`src/rtl/rv32i_types.sv`:
```
// Shared types for the instruction/data memory arbiter: FSM states and the pending-request payload.
package rv32i_types;

  localparam int unsigned ARB_ADDR_W = 32;
  localparam int unsigned ARB_DATA_W = 32;
  localparam int unsigned ARB_MASK_W = ARB_DATA_W / 8;

  typedef enum logic [1:0] {
    IDLE   = 2'd0,
    BUSY_I = 2'd1,
    BUSY_D = 2'd2
  } arb_state_t;

  typedef struct packed {
    logic [ARB_ADDR_W-1:0] addr;
    logic [ARB_MASK_W-1:0] rmask;
    logic [ARB_MASK_W-1:0] wmask;
    logic [ARB_DATA_W-1:0] wdata;
  } arb_req_t;

  // A request exists only when at least one mask bit is set.
  function automatic logic req_valid(arb_req_t r);
    return (|r.rmask) || (|r.wmask);
  endfunction

endpackage

```
`src/rtl/mem_req_buf.sv`:
```
// One-entry pending buffer for a requester; holds the request until the downstream response clears it.
module mem_req_buf
  import rv32i_types::*;
(
  input  logic     clk,
  input  logic     rst_n,
  input  arb_req_t req_i,
  input  logic     clr_i,
  output logic     full_o,
  output arb_req_t buf_o
);

  logic     full_q;
  arb_req_t buf_q;
  logic     load;

  // A full buffer only accepts a new request in the cycle it is being cleared.
  assign load = req_valid(req_i) && (!full_q || clr_i);

  always_ff @(posedge clk or negedge rst_n) begin
    if (!rst_n) begin
      full_q <= 1'b0;
      buf_q  <= '0;
    end else if (load) begin
      full_q <= 1'b1;
      buf_q  <= req_i;
    end else if (clr_i) begin
      full_q <= 1'b0;
      buf_q  <= '0;
    end
  end

  assign full_o = full_q;
  assign buf_o  = buf_q;

endmodule

```
`src/rtl/mem_arbiter.sv`:
```
// Arbitrates instruction and data requests onto one downstream memory port.
// Define ARB_RR_EN for round-robin arbitration; default is fixed priority with dmem winning.
module mem_arbiter
  import rv32i_types::*;
#(
  parameter int unsigned ADDR_W = 32,
  parameter int unsigned DATA_W = 32
) (
  input  logic                clk,
  input  logic                rst_n,
  input  logic [ADDR_W-1:0]   imem_addr,
  input  logic [DATA_W/8-1:0] imem_rmask,
  output logic [DATA_W-1:0]   imem_rdata,
  output logic                imem_resp,
  input  logic [ADDR_W-1:0]   dmem_addr,
  input  logic [DATA_W/8-1:0] dmem_rmask,
  input  logic [DATA_W/8-1:0] dmem_wmask,
  input  logic [DATA_W-1:0]   dmem_wdata,
  output logic [DATA_W-1:0]   dmem_rdata,
  output logic                dmem_resp,
  output logic [ADDR_W-1:0]   mem_addr,
  output logic [DATA_W/8-1:0] mem_rmask,
  output logic [DATA_W/8-1:0] mem_wmask,
  output logic [DATA_W-1:0]   mem_wdata,
  input  logic [DATA_W-1:0]   mem_rdata,
  input  logic                mem_resp
);

  localparam int unsigned MASK_W = DATA_W / 8;

  arb_state_t state_q, state_d;
  arb_req_t   ireq, dreq, ibuf, dbuf;
  logic       ifull, dfull, iclr, dclr;
  logic       issue_i, issue_d, pick_d;

  logic [ADDR_W-1:0] mem_addr_q;
  logic [MASK_W-1:0] mem_rmask_q, mem_wmask_q;
  logic [DATA_W-1:0] mem_wdata_q;

  always_comb begin
    ireq       = '0;
    ireq.addr  = ARB_ADDR_W'(imem_addr);
    ireq.rmask = ARB_MASK_W'(imem_rmask);
    dreq       = '0;
    dreq.addr  = ARB_ADDR_W'(dmem_addr);
    dreq.rmask = ARB_MASK_W'(dmem_rmask);
    dreq.wmask = ARB_MASK_W'(dmem_wmask);
    dreq.wdata = ARB_DATA_W'(dmem_wdata);
  end

  mem_req_buf u_ibuf (
    .clk    (clk),
    .rst_n  (rst_n),
    .req_i  (ireq),
    .clr_i  (iclr),
    .full_o (ifull),
    .buf_o  (ibuf)
  );

  mem_req_buf u_dbuf (
    .clk    (clk),
    .rst_n  (rst_n),
    .req_i  (dreq),
    .clr_i  (dclr),
    .full_o (dfull),
    .buf_o  (dbuf)
  );

`ifdef ARB_RR_EN
  // Set when dmem was the last requester issued downstream.
  logic last_d_q;

  always_ff @(posedge clk or negedge rst_n) begin
    if (!rst_n) begin
      last_d_q <= 1'b0;
    end else if (issue_d) begin
      last_d_q <= 1'b1;
    end else if (issue_i) begin
      last_d_q <= 1'b0;
    end
  end

  assign pick_d = ~last_d_q;
`else
  assign pick_d = 1'b1;
`endif

  always_ff @(posedge clk or negedge rst_n) begin
    if (!rst_n) begin
      state_q <= IDLE;
    end else begin
      state_q <= state_d;
    end
  end

  always_comb begin
    state_d    = state_q;
    issue_i    = 1'b0;
    issue_d    = 1'b0;
    iclr       = 1'b0;
    dclr       = 1'b0;
    imem_resp  = 1'b0;
    dmem_resp  = 1'b0;
    imem_rdata = '0;
    dmem_rdata = '0;
    unique case (state_q)
      IDLE: begin
        if (ifull && dfull) begin
          issue_d = pick_d;
          issue_i = ~pick_d;
        end else begin
          issue_d = dfull;
          issue_i = ifull;
        end
      end
      BUSY_I: begin
        if (mem_resp) begin
          imem_resp  = 1'b1;
          imem_rdata = mem_rdata;
          iclr       = 1'b1;
          issue_d    = dfull;
          state_d    = IDLE;
        end
      end
      BUSY_D: begin
        if (mem_resp) begin
          dmem_resp  = 1'b1;
          dmem_rdata = mem_rdata;
          dclr       = 1'b1;
          issue_i    = ifull;
          state_d    = IDLE;
        end
      end
      default: state_d = IDLE;
    endcase
    if (issue_i) state_d = BUSY_I;
    if (issue_d) state_d = BUSY_D;
  end

  // Masks pulse for one cycle after an issue; address and data hold until the next issue.
  always_ff @(posedge clk or negedge rst_n) begin
    if (!rst_n) begin
      mem_addr_q  <= '0;
      mem_rmask_q <= '0;
      mem_wmask_q <= '0;
      mem_wdata_q <= '0;
    end else begin
      mem_rmask_q <= '0;
      mem_wmask_q <= '0;
      if (issue_i) begin
        mem_addr_q  <= ADDR_W'(ibuf.addr);
        mem_rmask_q <= MASK_W'(ibuf.rmask);
        mem_wmask_q <= MASK_W'(ibuf.wmask);
        mem_wdata_q <= DATA_W'(ibuf.wdata);
      end else if (issue_d) begin
        mem_addr_q  <= ADDR_W'(dbuf.addr);
        mem_wdata_q <= DATA_W'(dbuf.wdata);
        if (|dbuf.wmask) begin
          mem_wmask_q <= MASK_W'(dbuf.wmask);
        end else begin
          mem_rmask_q <= MASK_W'(dbuf.rmask);
        end
      end
    end
  end

  assign mem_addr  = mem_addr_q;
  assign mem_rmask = mem_rmask_q;
  assign mem_wmask = mem_wmask_q;
  assign mem_wdata = mem_wdata_q;

endmodule
```
`config.mk`:
```
export PLATFORM = sky130hd
export DESIGN_NAME = mem_arbiter
export DESIGN_NICKNAME = d
export VERILOG_FILES = /design/src/rtl/rv32i_types.sv /design/src/rtl/mem_req_buf.sv /design/src/rtl/mem_arbiter.sv
export SDC_FILE = /design/constraint.sdc
export NUM_CORES = 1
export LEC_CHECK = 0
export CAP_MARGIN = 15
export CELL_PAD_IN_SITES_DETAIL_PLACEMENT = 0
export CELL_PAD_IN_SITES_GLOBAL_PLACEMENT = 1
export CORE_AREA = 2 2 148 150
export CTS_CLUSTER_DIAMETER = 50
export DETAILED_ROUTE_END_ITERATION = 10
export DIE_AREA = 0 0 150 152
export PLACE_DENSITY = 0.92
export RECOVER_POWER = 50
export SETUP_SLACK_MARGIN = 0.5
export SLEW_MARGIN = 15
export SYNTH_ARGS = -nofsm -noshare
export SYNTH_HDL_FRONTEND = slang
export SYNTH_SLANG_ARGS = --single-unit
```
`constraint.sdc`:
```
create_clock -name clk -period 2.75 [get_ports clk]
set_input_delay 0.275 -clock clk [delete_from_list [all_inputs] [get_ports clk]]
set_output_delay 0.275 -clock clk [all_outputs]
set_load 0.02 [all_outputs]
```
======== Word-level counts from Yosys, hierarchy flattened ========
Cells that the tools add are included.
storage, ports and cells
  word-level logic and storage cells ...... 71
  bits in registers ....................... 220
  input port bits ......................... 143
  output and inout port bits .............. 138
cells by class
  reduce and logical (&&, ||, !) cells .... 18
  eq/ne operators ......................... 4
  multiplexer cells ....................... 34
operator list
  operator                                                         count
  72-bit 2-to-1 mux                                                4
  32-bit 2-to-1 mux                                                7
  4-bit 2-to-1 mux                                                 6
  4-bit OR reduction                                               4
  1-bit 2-to-1 mux                                                 11
  2-bit 2-to-1 mux                                                 3
  2-bit nonzero test                                               3
  4-bit by 1-bit != test with 1-bit output, second input constant  1
  1-bit case mux with 2 select lines                               2
  2-bit case mux with 2 select lines                               1
  1-bit logical AND                                                3
  1-bit logical OR                                                 3
  3-bit != test, second input constant                             1
  2-bit by 1-bit == test with 1-bit output, second input constant  1
  2-bit == test, second input constant                             1
  1-bit zero test                                                  2
  2-bit zero test                                                  1
  2-bit AND reduction                                              1
  2-bit OR reduction                                               1

======== Depth between registers and ports, before layout ========
  depth in word-level cells ............... 5
  gate-level depth with buffers ........... 9
  gate-level depth less buffers ........... 7

======== Hierarchy ========
A second synthesis with hierarchy kept.
unflattened totals
  cell total of the unflattened synthesis .. 898
  area total of the unflattened synthesis .. 10450.0 µm²
by module, submodules not included
  module       instances  cells an instance  sequential area each (µm²)  area an instance (µm²)
  mem_req_buf  2          191                1826.8                      2811.4
  mem_arbiter  1          516                1851.8                      4827.1

======== Least setup slack after synthesis ========
Ideal clock, no wire load.
  kind .................................... reg-to-reg
  from .................................... register state_q[1]
  to ...................................... register mem_wdata_q[23], in the netlist mem_wdata[23]
  data required time ...................... 2672 ps
  data arrival time ....................... 1769 ps
  stages on the path, launching flop included .. 10
  clock period less this slack ............ 1847 ps
  path slack .............................. 903 ps
  library setup time ...................... 78 ps
  path buffers ............................ 2
  path through ............................ dfrtp_1 inv_1 ha_1 nand2_1 inv_1 o21ai_2 buf_2 buf_2 nand2_1 a21oi_1
on the way
  longest elaborated chain between the ends .. 3
  elaborated cells on any way between the ends .. 7
  classes of those cells .................. 2 x eq/ne; 3 x mux; 2 x reduce/logical
ends and longest elaborated chain
  item                                                     RTL line            source
  start, declared                                          mem_arbiter.sv:31   arb_state_t state_q, state_d;
  start signal, assigned                                   mem_arbiter.sv:92   state_q <= state_d;
  2-bit == test, or another cell as far along              mem_arbiter.sv:106  unique case (state_q)
  1-bit case mux with 2 select lines                       mem_arbiter.sv:106
  32-bit 2-to-1 mux or 2-bit nonzero test (tied branches)  --
  end signal, assigned                                     mem_arbiter.sv:154  mem_wdata_q <= DATA_W'(ibuf.wdata);
  end signal, assigned                                     mem_arbiter.sv:157  mem_wdata_q <= DATA_W'(dbuf.wdata);
  end, declared                                            mem_arbiter.sv:38   logic [DATA_W-1:0] mem_wdata_q;
Several ways; a longest one is shown, not always the timed one.
A chain may end at the register's enable or synchronous reset.

======== Final worst setup path ========
  from .................................... register state_q[0]
  to ...................................... output port dmem_resp
on the way
  longest elaborated chain between the ends .. 2
ends and longest elaborated chain
  item              RTL line            source
  2-bit == test     mem_arbiter.sv:106
  1-bit 2-to-1 mux  mem_arbiter.sv:106
  end, declared     mem_arbiter.sv:20   output logic dmem_resp,
No other way between the ends.

==> key figures <==
Run status
  • Status: finished with violations
  • Failing checks: capacitance limit, slew limit

Clock tree
  • Clock slew at reported path FFs: 0.07 ns
  • H-Tree Depth: 4
  • Clock Root Buffer: clkbuf_16
  • Total clock sinks: 184
  • Clock latency on the worst-skew pair: 0.42 ns
  • TritonCTS Buffers: 17
  • CTS max path bufs: 2
  • CTS tree: yes

Place
  • Gpl congestion: 0.7865
  • Post-DP HPWL: 15,030 um
  • Placed Cells: 1,209
  • Port Buffers: 280

Die
  • Die Ht: 152 um
  • Core ar.: 21,350 um2
  • FP Rows: 54
  • I/O Pins: 281
  • Initial Utilization: 0.3637
  • Chip width: 150 um
  • Die area: 22,800 um2

Critical path
  • Crit-path max FO: 6
  • CP required: 2.48 ns
  • Slowest-stage cell, CP: dfrtp_1
  • Crit Path Class: flop to output pin
  • Worst Path Arrival: 1.90 ns
  • CP endpoint kind: output pin
  • Cell repeated most along the worst path: inv_1
  • Crit start category: flop
  • Crit-path max cell delay: 0.41 ns
  • CP Cell Sequence: inv_1 -> ha_1 -> nand2_1 -> inv_1 -> dlygate4sd2_1

Timing
  • Slew HR: -0.1771
  • Tcrit/Tclk final: 0.7920
  • Fin. Hold Viols: 0
  • Fin. max-slew vios: 68
  • Worst-Margin Slew: 1.766 ns
  • RSZ-0062 raised after global routing: true
  • Fmax: 459.1 MHz
  • Post-layout min period: 2.178 ns
  • Setup Skew: 0.006765 ns
  • Setup violators final: 0
  • Setup TNS: 0 ns

Synth
  • Flop and latch count out of synthesis: 184
  • Synth cell types: 32
  • Area contributors post-synth: dfrtp_1, a22o_1, and3_1, o21ai_0, mux2i_1
  • Cell Area, Synth: 7766 um2
  • Post-Syn Instances: 687
  • Synth warn: 0
  • Seq/Total Area, Yosys: 0.5929
  • Syn_area_per_cell: 11.30 um2
  • Dominant cell type by area after synthesis: dfrtp_1
  • Post-Syn Nets: 834
  • Synth top area share: 0.5929

Routing
  • Routed vias: 6,360
  • DRT iter0 DRCs: 342
  • Avg WL per Cell: 18.38 um
  • Final WL: 22,850 um
  • Antenna Nets Post-Route: 0
  • First-pass iteration count of the detailed router: 4
  • Vias per inst: 5.117
  • DRC: 0

Finish
  • Commonest non-fill, non-tap cell in the layout: dfrtp_1
  • Commonest non-fill, non-tap cells in the layout: dfrtp_1, clkdlybuf4s50_1, a22o_1
  • Share of layout cells above drive strength 1: 0.07484
  • Final core utilization: 0.5325
  • Fin cells: 1,243
  • Final net count: 1,097
  • Layout area overhead: 46.40%

Global routing
  • Vias in the first global route: 6,377
  • Overall routing resource usage: 0.1984
  • First-pass GRT wire length: 35,640 um
  • Initial antenna violation count: 1
  • Grt ovf: 0
  • Largest net degree at the start of global routing: 70

Power
  • Leakage: 5.521 nW
  • PwrDens: 1054 nW/um2
  • Max VDD drop: 522.5 uV

Min path
  • Hold Path Class: input pin to flop

Job
  • Max cap viols: 1
==> flip-flops by register name, indices dropped and copies added (netlist names) <==
name	flops
u_dbuf.buf_o	72
u_ibuf.buf_o	36
mem_addr	32
mem_wdata	32
mem_rmask	4
mem_wmask	4
state_q	2
u_dbuf.full_o	1
u_ibuf.full_o	1
==> synth_stat cells <==
cell,instances
o21ai_2,1
or4_1,1
o21ai_1,8
a22o_2,4
a21o_1,1
o21a_1,1
ha_1,4
mux2i_1,32
nor2_4,1
a21oi_2,1
buf_1,1
clkbuf_1,36
a21oi_1,54
a31oi_1,1
nand3_1,1
o21ai_0,66
and3_1,65
nor3b_1,5
o21a_4,1
nand2_1,76
inv_1,13
or4_4,2
nor4_1,1
o211ai_1,1
a22o_1,92
nand2_2,1
nor2b_1,2
buf_2,15
dfrtp_1,184
o211a_1,1
buf_12,7
nor2_1,8
==> worst max-delay path, delay by kind of cell (launching register included) <==
kind	cells	cell delay, ns
adders and majority gates	1	0.23
buffers and inverters	3	0.60
DFF	1	0.41
and+or+nand+nor	1	0.24
==> area by class of cell <==
class / instances / area (um2)
Clock inverter: 13 / 142.6
Multi-Input combinational cell: 432 / 2796
Sequential cell: 184 / 4604
Tap cell: 280 / 350.3
Antenna cell: 1 / 2.502
Inverter: 13 / 48.80
Fill cell: 1897 / 9981
Clock buffer: 18 / 429.2
Timing Repair Buffer: 302 / 2995
==> per-layer routing <==
layer	global-route usage	share of wire	vias to the layer above
met4	0.04852	0.012	0
met1	0.2779	0.47	3151
met3	0.04444	0.056	21
li1	-	-	3005
met5	0	0	-
met2	0.3138	0.46	183
==> cells by family after synthesis <==
kind of cell / synth area share
and+or+nand+nor: 0.1070
adders and majority gates: 0.006445
buffers and inverters: 0.05188
DFF: 0.5929
AOI/OAI and AO/OA: 0.2006
muxes: 0.04124
==> report_power, final <==
part | switching [mW] | internal, mW | leakage, nW
sequential | 0.647 | 3.94 | 2.30
clock | 1.09 | 1.35 | 0.278
combinational | 2.66 | 2.31 | 2.95
==> final timing paths <==
path                            slack, ns              from               end  cells past startpoint
worst max-delay path                 0.57        state_q[0]         dmem_resp                      5
worst min-delay path                 0.45     dmem_addr[19]  u_dbuf.buf_o[59]                      2
worst max register to register       0.67        state_q[0]   u_dbuf.buf_o[5]                      6
worst min register to register       0.50  u_ibuf.buf_o[45]  u_ibuf.buf_o[45]                      1
max in group asynchronous            0.76             rst_n   u_dbuf.buf_o[9]                      3
min in group asynchronous            0.86             rst_n     mem_wdata[24]                      2
==> per-stage QoR <==
step | area [um2] | setup WS, ns | hold WS (ns) | total power [mW]
after floorplan | 7766 | 0.9030 | -0.02059 | 7.666
after global placement | 10860 | 0.3882 | 0.3214 | 9.656
after detailed placement | 10860 | 0.3307 | 0.3244 | 9.827
after CTS | 11370 | 0.5169 | 0.4282 | 12.25
after global routing | 11370 | 0.3835 | 0.4365 | 12.73
final | 11370 | 0.5720 | 0.4456 | 11.99
==> timing repair <==
action	4_1_cts	5_1_grt
pin swaps	0	1
setup buffers	0	0
hold endpoints to repair	66	0
gates cloned	0	1
hold buffers	1	0
resized for setup	70	22
endpoints found under the setup margin	84	101
Note: power is estimated with default switching activity, not from simulation.
